$ cat config.mk
export PLATFORM = sky130hd
export DESIGN_NAME = seq_det_sched
export DESIGN_NICKNAME = d
export VERILOG_FILES = /design/src/rtl/seq_det_sched.sv
export SDC_FILE = /design/constraint.sdc
export NUM_CORES = 1
export LEC_CHECK = 0
export ABC_AREA = 1
export CAP_MARGIN = 0
export CORE_MARGIN = 4
export CORE_UTILIZATION = 40
export DETAILED_ROUTE_END_ITERATION = 10
export HOLD_SLACK_MARGIN = 0.1
export PLACE_DENSITY = 0.71
export SLEW_MARGIN = 30
export SYNTH_ARGS = -nofsm -noshare
export SYNTH_HDL_FRONTEND = slang
export SYNTH_SLANG_ARGS = --single-unit
$ cat constraint.sdc
create_clock -name Clk -period 1.9 [get_ports Clk]
set_clock_uncertainty 0.2 [all_clocks]
set_input_delay 0.475 -clock Clk [delete_from_list [all_inputs] [get_ports Clk]]
set_output_delay 0.475 -clock Clk [all_outputs]
set_load 0.02 [all_outputs]
$ cat src/rtl/seq_det_sched.sv
// rtl/seq_det_sched.sv - word-to-serial scheduler for an external bit-serial sequence detector
//
// Purpose:
//   Accepts parallel words over a valid/ready handshake, shifts each word MSB-first
//   into an external single-bit sequence detector, counts the detector's w=1
//   responses for that word and returns one result per word over a second
//   valid/ready handshake. The detector is cleared before and after every word
//   so each word is scored independently.
//
// Ports:
//   Clk        in   1       clock, all state on posedge
//   Rst        in   1       synchronous active-high reset
//   in_valid   in   1       word request valid
//   in_ready   out  1       scheduler can accept a word (IDLE only)
//   in_word    in   WORD_W  bits to send, bit WORD_W-1 first
//   in_len     in   LEN_W   bits to send (1..WORD_W); 0 or >WORD_W means WORD_W
//   det_B      out  1       serial bit to the detector
//   det_Rst    out  1       detector reset (Rst, INIT or DRAIN)
//   det_w      in   1       detector match output
//   res_valid  out  1       result valid (REPORT)
//   res_ready  in   1       result consumer ready
//   res_count  out  CNT_W   saturating count of credited w=1 samples
//   res_first  out  LEN_W   bit index of the first credited w=1, 0 if none
//   res_hit    out  1       res_count != 0
//   busy       out  1       word in flight (SHIFT or DRAIN)

module seq_det_sched #(
  parameter int WORD_W  = 8,
  parameter int CNT_W   = 4,
  parameter int DET_LAT = 1,
  parameter int LEN_W   = $clog2(WORD_W + 1)
) (
  input  logic              Clk,
  input  logic              Rst,
  input  logic              in_valid,
  output logic              in_ready,
  input  logic [WORD_W-1:0] in_word,
  input  logic [LEN_W-1:0]  in_len,
  output logic              det_B,
  output logic              det_Rst,
  input  logic              det_w,
  output logic              res_valid,
  input  logic              res_ready,
  output logic [CNT_W-1:0]  res_count,
  output logic [LEN_W-1:0]  res_first,
  output logic              res_hit,
  output logic              busy
);

  typedef enum logic [2:0] {
    INIT,
    IDLE,
    SHIFT,
    DRAIN,
    REPORT
  } state_t;

  localparam logic [LEN_W-1:0] FULL_LEN = LEN_W'(WORD_W);
  localparam logic [CNT_W-1:0] CNT_MAX  = {CNT_W{1'b1}};

  state_t              state;
  state_t              state_nx;

  logic [WORD_W-1:0]   shreg;
  logic [LEN_W-1:0]    eff_len;
  logic [LEN_W-1:0]    idx;
  logic [CNT_W-1:0]    count;
  logic [LEN_W-1:0]    first;
  logic                first_seen;

  logic                accept;
  logic                last_bit;
  logic                sample_en;
  logic [LEN_W-1:0]    sample_idx;

  // ---------------------------------------------------------------------------
  // Control FSM
  // ---------------------------------------------------------------------------
  always_ff @(posedge Clk) begin
    if (Rst) begin
      state <= INIT;
    end else begin
      state <= state_nx;
    end
  end

  always_comb begin
    state_nx  = state;
    in_ready  = 1'b0;
    res_valid = 1'b0;
    busy      = 1'b0;
    det_B     = 1'b0;
    // Rst reaches the detector combinationally so it is cleared on the same edge.
    det_Rst   = Rst;
    case (state)
      INIT: begin
        det_Rst  = 1'b1;
        state_nx = IDLE;
      end
      IDLE: begin
        in_ready = 1'b1;
        if (in_valid) begin
          state_nx = SHIFT;
        end
      end
      SHIFT: begin
        busy  = 1'b1;
        det_B = shreg[WORD_W-1];
        if (last_bit) begin
          state_nx = DRAIN;
        end
      end
      DRAIN: begin
        // Last response of a Moore detector is still visible here; the reset
        // only takes effect at the end of this cycle.
        busy     = 1'b1;
        det_Rst  = 1'b1;
        state_nx = REPORT;
      end
      REPORT: begin
        res_valid = 1'b1;
        if (res_ready) begin
          state_nx = IDLE;
        end
      end
      default: begin
        state_nx = INIT;
      end
    endcase
  end

  assign accept   = (state == IDLE) && in_valid;
  assign last_bit = (idx == (eff_len - LEN_W'(1)));

  // ---------------------------------------------------------------------------
  // Response sampling: which cycles carry a detector response and which bit
  // it belongs to depends on the detector's latency.
  // ---------------------------------------------------------------------------
  always_comb begin
    sample_en  = 1'b0;
    sample_idx = '0;
    if (DET_LAT != 0) begin
      // Moore: w reflects the bit sent one cycle earlier.
      if ((state == SHIFT) && (idx != '0)) begin
        sample_en  = 1'b1;
        sample_idx = idx - LEN_W'(1);
      end else if (state == DRAIN) begin
        sample_en  = 1'b1;
        sample_idx = eff_len - LEN_W'(1);
      end
    end else begin
      // Mealy: w reflects the bit being sent this cycle.
      if (state == SHIFT) begin
        sample_en  = 1'b1;
        sample_idx = idx;
      end
    end
  end

  // ---------------------------------------------------------------------------
  // Datapath
  // ---------------------------------------------------------------------------
  always_ff @(posedge Clk) begin
    if (Rst) begin
      shreg      <= '0;
      eff_len    <= '0;
      idx        <= '0;
      count      <= '0;
      first      <= '0;
      first_seen <= 1'b0;
    end else if (accept) begin
      shreg      <= in_word;
      eff_len    <= ((in_len == '0) || (in_len > FULL_LEN)) ? FULL_LEN : in_len;
      idx        <= '0;
      count      <= '0;
      first      <= '0;
      first_seen <= 1'b0;
    end else begin
      if (state == SHIFT) begin
        shreg <= shreg << 1;
        idx   <= idx + LEN_W'(1);
      end
      if (sample_en && det_w) begin
        if (count != CNT_MAX) begin
          count <= count + CNT_W'(1);
        end
        if (!first_seen) begin
          first      <= sample_idx;
          first_seen <= 1'b1;
        end
      end
    end
  end

  // Result registers are only rewritten at accept or during SHIFT/DRAIN, so
  // they hold steady for the whole REPORT state.
  assign res_count = count;
  assign res_first = first;
  assign res_hit   = (count != '0);

endmodule
# Yosys cells after proc, flatten, opt, wreduce, memory -nomap -nowiden
# Cells that the tools add are included.
[word_totals] regBits=28 inputBits=17 out_inout_bits=14 word_cells=53
[op_classes] n_addsub=4 order_cmp=1 eq_ne=9 mux=16 n_bitwise=1 reduce_logical=15
[op_table] operator="2-to-1 mux 8 bit" count=2
[op_table] operator="one-hot mux 3 bit (5 select lines)" count=1
[op_table] operator="2-to-1 mux 4 bit" count=3
[op_table] operator="2-to-1 mux 3 bit" count=3
[op_table] operator="adder 4 x 1 -> 4 bit (second input constant)" count=2
[op_table] operator="nonzero test 4 bit" count=2
[op_table] operator="subtractor 4 x 1 -> 4 bit (second input constant)" count=2
[op_table] operator="2-to-1 mux 1 bit" count=7
[op_table] operator="== test 3 x 2 -> 1 bit (second input constant)" count=2
[op_table] operator="inequality test 2 bit (second input constant)" count=3
[op_table] operator="OR reduction 2 bit" count=3
[op_table] operator="== test 4 bit" count=1
[op_table] operator="> comparator 4 bit (second input constant)" count=1
[op_table] operator="logical NOT 4 bit" count=1
[op_table] operator="inequality test 4 bit (second input constant)" count=1
[op_table] operator="AND reduction 2 bit" count=2
[op_table] operator="== test 3 x 1 -> 1 bit (second input constant)" count=1
[op_table] operator="== test 3 bit (second input constant)" count=1
[op_table] operator="logical AND 1 bit" count=3
[op_table] operator="logical NOT 3 bit" count=1
[op_table] operator="AND reduction 3 bit" count=1
[op_table] operator="nonzero test 2 bit" count=1
[op_table] operator="logical OR 1 bit" count=1
[op_table] operator="inverter 1 bit" count=1

# Depth between registers and ports, before layout
# Gate-level depths: netlist (run 1).
[logic_depth] ltp_word=5 ltp_mapped=11 depth_no_buf=11

# Worst setup path after synthesis (run 1)
# Ideal clock, no wire load.
[synth_timing] path_type="register to output" startpoint="reg state[1]" endpoint="out det_Rst" t_arrival_ps=1191 required_time_ps=1225 setup_slack_ps=34 stages_incl_launch_ff=5 path_buffers=0 path_cell_list="dfxtp_1 > inv_2 > nor2_1 > nand2_1 > nand3_1"
[synth_between] elab_chain_len=3 elab_cells_between_ends=4 classes_between="1 x eq/ne; 1 x mux; 2 x reduce/logical"
[synth_lines] item="start: declaration" line_no="61" text="state_t state;"
[synth_lines] item="start signal: assignment" line_no="83" text="state <= state_nx;"
[synth_lines] item="== test 3 x 2 -> 1 bit or logical NOT 3 bit (tied branches)" line_no="95" text="case (state)"
[synth_lines] item="OR reduction 2 bit (no source line) (*)"
[synth_lines] item="2-to-1 mux 1 bit (*)" line_no="95"
[synth_lines] item="end: declaration" line_no="40" text="output logic det_Rst,"
# Mark *: on every way between the ends. The rest lies on a longest branch, timed or not.

# Worst setup path in the final report (run 1)
[layout_timing] startpoint="reg state[2]" endpoint="out res_valid"
[layout_between] elab_chain_len=2
[layout_lines] item="== test 3 bit" line_no="95"
[layout_lines] item="2-to-1 mux 1 bit" line_no="95"
[layout_lines] item="end: declaration" line_no="42" text="output logic res_valid,"
# No other way between the ends.

==> key figures, run 1 <==
Outcome
  – Run status: finished, final reports clean

Cells and area
  – Nets@finish: 296
  – Fraction of final layout cells with drive strength greater than 1: 15.4%
  – Count of inserted antenna diode cells: 0
  – Final std cells w/o fill: 319
  – Final-layout fill cell count: 353
  – End-of-flow core utilization: 58.4%
  – Layout Area Growth over Synthesis: 36.4%

Pwr
  – Sequential group share of total power: 44.9%
  – P_sw: 0.390 mW
  – Int Pwr: 1.05 mW
  – Net switching share of the total power: 27.1%
  – Comb power frac: 22.1%
  – Leakage component of the power: 0.948 nW
  – Part of the total power dissipated in the clock network: 33.0%
  – VDD IR-drop max: 0.000376 V
  – Power Density: 709 mW/mm^2

Floorplan
  – FP Rows: 21
  – Die Area: 0.00475 mm^2
  – Io pins: 31
  – Effective utilization at floorplan: 42.8%
  – Core area: 0.00347 mm^2
  – Floorplan die height: 68.9 um
  – X dimension of the die: 68.9 um

Clock tree
  – Number of sinks on the clock net: 28
  – Clock root buffer: clkbuf_8
  – Clock slew seen by the registers of the worst setup and hold paths: 0.10 ns
  – Buffers inserted during post-CTS setup optimization: 0
  – Number of levels the H-tree was split into: 1
  – Clock latency of the later-clocked register in the worst-skew pair: 0.28 ns
  – Total of hold buffers inserted after clock tree synthesis: 0
  – TritonCTS clock tree: done
  – Max Root-Sink Buffers: 2
  – CTS buffer count: 3

Detailed routing
  – Final wirelength: 3240 um
  – Vias per inst: 4.74
  – Residual DRC: 0
  – Drt first-iter violations: 72
  – Vias: 1,513
  – Antenna-violating nets left: 0
  – Drt wl/cell: 10.2 um
  – First drt pass iteration count: 4

Global route
  – Met2 demand-to-capacity share in global routing: 25.0%
  – GRT Residual Overflow: 0
  – GR met3 Demand/Resource: 3.57%
  – Maximum number of pins on one net before global-route repair: 18
  – Global Route met1 Usage: 20.9%
  – Global router's overall resource usage: 15.5%
  – Vias in the first global route: 1,385
  – Busiest grt layer: met2
  – Wire length of the first global-routing pass: 5620 um
  – Number of antenna violations at the first check in global routing: 0

Yosys
  – Average size of a mapped cell: 6.60 um^2
  – Netlist area before placement: 0.00148 mm^2
  – Number of nets in the synthesized netlist: 247
  – Most common library cells after synthesis: nand2_1 (75), inv_1 (30), dfxtp_1 (28)
  – Most area-hungry cell type in the Yosys netlist: dfxtp_1
  – Fraction of the yosys area taken by sequential cells: 37.8%
  – Share of synthesized flip-flops with an asynchronous set or reset: 0%
  – Synthesized instance count: 225
  – Area fraction of the dominant cell type after synthesis: 37.8%
  – Number of synthesis warnings: 0
  – Leading cell type by number of instances after synthesis: nand2_1
  – Primary FF master, synth: dfxtp_1
  – Main area contributors after synthesis: dfxtp_1 (38%), nand2_1 (19%), inv_1 (7.6%)
  – Number of synthesized flops with an enable pin: 0
  – Distinct cells, synth: 24
  – #FFs+latches synth: 28

Worst setup path
  – Type of the worst setup path: flop to output port
  – Critical Path Source Type: flop
  – Crit path arrival time: 1.17 ns
  – Largest fanout of any net on the critical path: 3
  – CP required: 1.22 ns
  – Endpoint type of the worst setup path: output port

Timing
  – Fin. Hold Viols: 0
  – Setup Total Neg Slack: 0 ns
  – Clock period minus final worst setup slack: 1.85 ns
  – Worst path setup slack after routing: 0.0538 ns
  – Relative max-transition margin: 81.7%
  – Fmax achieved: 542 MHz
  – Min Hold Slack: 0.268 ns
  – Number of slew-limit violations in the final report: 0
  – # setup viols final: 0
  – Setup repair after global routing missed its margin: yes
  – Period utilisation layout: 97.2%
  – Worst Tran Pin Value: 0.274 ns

Place
  – Detailed-placement wirelength estimate: 2490 um
  – Final RePlAce weighted congestion: 0.832
  – Worst slack at placement: -0.473 ns
  – Number of buffers inserted by port buffering: 30
  – Total instance count after detailed placement: 315

Job
  – Maximum Capacitance Violations: 0

Hold path
  – Type of the most critical hold path: flop to flop
==> worst max-delay path: stages (launching register included) <==
cell and delay (ns):
dfxtp_2 0.38, inv_1 0.08, nor3_2 0.15, clkdlybuf4s15_2 0.29
==> per-stage QoR <==
step | area [um^2] | power, mW
3_5_place_dp | 1960 | 0.980
5_1_grt | 2020 | 1.53
3_3_place_gp | 1960 | 0.977
2_1_floorplan | 1480 | 0.832
6_report | 2020 | 1.44
4_1_cts | 2020 | 1.45
==> metal layers <==
metal | vias up | wire length [um]
met3 | 2 | 143
met2 | 26 | 1480
met5 | - | 0
met4 | 0 | 27
met1 | 671 | 1590
li1 | 814 | -
==> sequential cells by signal, indices dropped and copies added, names as in the netlist <==
signal,flops
idx,4
shreg,8
first_seen,1
eff_len,4
state,3
res_count,4
res_first,4
==> power groups by stage <==
stage | Clock [mW] | Combinational (mW) | Sequential (mW)
floorplan | 0 | 0.174 | 0.658
global placement | 0 | 0.323 | 0.654
detailed placement | 0 | 0.325 | 0.655
CTS | 0.491 | 0.319 | 0.643
global route | 0.526 | 0.357 | 0.649
finish | 0.474 | 0.318 | 0.644
==> what timing repair did <==
action | CTS | global route
endpoints found under the hold margin | 0 | 0
gates resized for setup | 35 | 9
setup endpoints to repair | 13 | 7
pin swaps | 0 | 1
==> cells by family (layout without fill, tap and decap cells) <==
| family | count (synthesis) | in the layout | share of synthesized area [%] |
|---|---|---|---|
| XOR/XNOR | 1 | 1 | 0.590 |
| buffers and inverters | 36 | 84 | 9.36 |
| AND/OR/NAND/NOR | 128 | 128 | 37.6 |
| adder cells (fa/ha/maj) | 5 | 5 | 4.22 |
| flip-flops | 28 | 28 | 37.8 |
| AO/OA/AOI/OAI | 27 | 27 | 10.5 |
==> placed cells by master, fill, tap and decap left out, drive strengths merged, types with 4 or more instances in the layout <==
master	count
buf	23
o21ai	4
inv	32
dfxtp	28
clkdlybuf4s50	15
a31oi	8
dlygate4sd2	8
a21oi	10
ha	5
nor2	25
nand3	19
nand2	77
==> cell type report <==
| cell class | instances | area (um^2) | area share, % |
|---|---|---|---|
| inverter | 32 | 120 | 5.93 |
| clock buffer | 3 | 41.3 | 2.04 |
| multi-input combinational | 161 | 795 | 39.2 |
| clock inverter | 1 | 30.0 | 1.48 |
| sequential | 28 | 564 | 27.9 |
| tap | 46 | 57.6 | 2.84 |
| timing repair buffer | 48 | 417 | 20.6 |
==> final timing paths <==
| check | start | to | slack (ns) | cells after the start |
|---|---|---|---|---|
| worst min register to register | shreg[0] | shreg[0] | 0.27 | 2 |
| worst max register to register | idx[1] | res_count[1] | 0.22 | 9 |
| worst min-delay path | shreg[0] | shreg[0] | 0.27 | 2 |
| worst max-delay path | state[2] | res_valid | 0.05 | 3 |
Power figures use the tool's default switching activity.
==> run 2: changes to the inputs <==
--- a/config.mk
+++ b/config.mk
@@ -8,10 +8,10 @@
 export ABC_AREA = 1
 export CAP_MARGIN = 0
 export CORE_MARGIN = 4
-export CORE_UTILIZATION = 40
+export CORE_UTILIZATION = 50
 export DETAILED_ROUTE_END_ITERATION = 10
 export HOLD_SLACK_MARGIN = 0.1
-export PLACE_DENSITY = 0.71
+export PLACE_DENSITY = 0.84
 export SLEW_MARGIN = 30
 export SYNTH_ARGS = -nofsm -noshare
 export SYNTH_HDL_FRONTEND = slang
==> key figures, run 2 (synthesized netlist as in run 1, its figures left out) <==
Timing
  – Relative max-transition margin: 80.4% (was 81.7%)
  – Setup Total Neg Slack: 0 ns (unchanged)
  – # setup viols final: 0 (unchanged)
  – Fin. Hold Viols: 0 (unchanged)
  – Fmax achieved: 527 MHz (was 542 MHz)
  – Period utilisation layout: 99.9% (was 97.2%)
  – Clock period minus final worst setup slack: 1.90 ns (was 1.85 ns)
  – Min Hold Slack: 0.273 ns (was 0.268 ns)
  – Number of slew-limit violations in the final report: 0 (unchanged)
  – Worst path setup slack after routing: 0.00273 ns (was 0.0538 ns)
  – Setup repair after global routing missed its margin: yes (unchanged)
  – Worst Tran Pin Value: 0.292 ns (was 0.274 ns)

Global route
  – GRT Residual Overflow: 0 (unchanged)
  – Vias in the first global route: 1,442 (was 1,385)
  – Wire length of the first global-routing pass: 5930 um (was 5620 um)
  – Global router's overall resource usage: 18.1% (was 15.5%)
  – Number of antenna violations at the first check in global routing: 0 (unchanged)
  – Maximum number of pins on one net before global-route repair: 18 (unchanged)

Clock tree
  – Clock root buffer: clkbuf_4 (was clkbuf_8)
  – Clock slew seen by the registers of the worst setup and hold paths: 0.15 ns (was 0.10 ns)
  – Number of levels the H-tree was split into: 1 (unchanged)
  – Buffers inserted during post-CTS setup optimization: 0 (unchanged)
  – Max Root-Sink Buffers: 2 (unchanged)
  – Number of sinks on the clock net: 28 (unchanged)
  – Clock latency of the later-clocked register in the worst-skew pair: 0.33 ns (was 0.28 ns)
  – TritonCTS clock tree: done (unchanged)
  – CTS buffer count: 3 (unchanged)

Job
  – Maximum Capacitance Violations: 0 (unchanged)

Detailed routing
  – Residual DRC: 0 (unchanged)
  – Final wirelength: 3510 um (was 3240 um)
  – Vias per inst: 5.13 (was 4.74)
  – Drt first-iter violations: 68 (was 72)
  – Antenna-violating nets left: 0 (unchanged)
  – First drt pass iteration count: 4 (unchanged)
  – Vias: 1,554 (was 1,513)
  – Drt wl/cell: 11.6 um (was 10.2 um)

Floorplan
  – FP Rows: 19 (was 21)
  – Effective utilization at floorplan: 52.9% (was 42.8%)
  – X dimension of the die: 62.5 um (was 68.9 um)
  – Die Area: 0.00390 mm^2 (was 0.00475 mm^2)
  – Core area: 0.00281 mm^2 (was 0.00347 mm^2)
  – Io pins: 31 (unchanged)
  – Floorplan die height: 62.5 um (was 68.9 um)

Cells and area
  – End-of-flow core utilization: 71.1% (was 58.4%)
  – Count of inserted antenna diode cells: 0 (unchanged)
  – Most common library cell in the layout ignoring fill and taps: nand2_1 (unchanged)
  – Layout Area Growth over Synthesis: 34.5% (was 36.4%)
  – Number of flip-flops under the largest register name: 8 (unchanged)
  – Final-layout fill cell count: 239 (was 353)
  – Reg with most FFs: shreg (unchanged)
  – Nets@finish: 295 (was 296)
  – Most frequent cells in the layout: nand2_1 (75), inv_1 (28), nor2_1 (24) (was nand2_1 (75), inv_1 (29), dfxtp_1 (25))
  – Fraction of final layout cells with drive strength greater than 1: 16.9% (was 15.4%)

Worst setup path
  – Worst-case register-to-register setup slack: 0.16 ns (was 0.22 ns)
  – Endpoint type of the worst setup path: output port (unchanged)
  – Largest fanout of any net on the critical path: 3 (unchanged)
  – Type of the worst setup path: flop to output port (unchanged)
  – Crit path arrival time: 1.22 ns (was 1.17 ns)
  – Critical Path Source Type: flop (unchanged)
  – CP required: 1.22 ns (about the same)
  – Depth of the worst register-to-register path: 11 (was 9)

Pwr
  – Power Density: 681 mW/mm^2 (was 709 mW/mm^2)
  – Leakage component of the power: 0.932 nW (was 0.948 nW)
  – VDD IR-drop max: 0.000498 V (was 0.000376 V)
  – Overall power consumption: 1.36 mW (was 1.44 mW)

Place
  – Final RePlAce weighted congestion: 0.808 (was 0.832)
  – Worst slack at placement: -0.464 ns (was -0.473 ns)
  – Number of buffers inserted by port buffering: 30 (unchanged)
  – Detailed-placement wirelength estimate: 2530 um (was 2490 um)

Hold path
  – Type of the most critical hold path: flop to flop (unchanged)
  – Cell depth of the worst hold path: 2 (unchanged)

Outcome
  – Run status: finished, final reports clean (unchanged)
==> run 2: per-layer routing <==
layer	share of wire (%)	wire, um	vias up	track usage (%)
met2	51	1800	31	34.2
li1	-	-	811	-
met3	4.2	148	2	4.86
met5	0	0	-	0
met4	0.51	18	0	2.48
met1	44	1540	710	20.5
==> run 2: final timing paths <==
| check | startpoint | endpoint |
|---|---|---|
| min reg2reg | shreg[0] | shreg[0] |
| max reg2reg | eff_len[0] | state[0] |
| max | state[2] | det_B |
| min | shreg[0] | shreg[0] |
==> run 2: worst max-delay path: stages, from the launching register on <==
cell and delay [ns]:
dfxtp_4 0.39, nor3_4 0.21, inv_2 0.06, nor2_1 0.08
buf_4 0.14
==> run 2: metrics by stage <==
stage / instance area [um^2] / instances
after floorplan: 1480 / 225
after global placement: 1930 / 299
after detailed placement: 1930 / 299
after CTS: 1960 / 303
after global routing: 2000 / 303
final: 2000 / 303
==> run 2: power breakdown <==
part | switching (mW) | internal, mW
clock network | 0.175 | 0.213
registers | 0.0274 | 0.620
logic | 0.178 | 0.144
total | 0.380 | 0.978
==> run 2: cell type report <==
cell class / instances / area [um^2] / share of cell area [%]
Timing Repair Buffer: 47 / 405 / 20.3
Clock buffer: 3 / 22.5 / 1.13
Tap cell: 31 / 38.8 / 1.94
Multi-Input combinational cell: 161 / 805 / 40.3
Clock inverter: 1 / 30.0 / 1.50
Sequential cell: 28 / 572 / 28.7
Inverter: 32 / 123 / 6.14
==> run 2: repair_timing <==
item	in CTS	in global routing
endpoints found under the setup margin	14	7
hold buffers	0	0
gates resized for setup	36	18
endpoints found under the hold margin	0	0
pin swaps	0	0
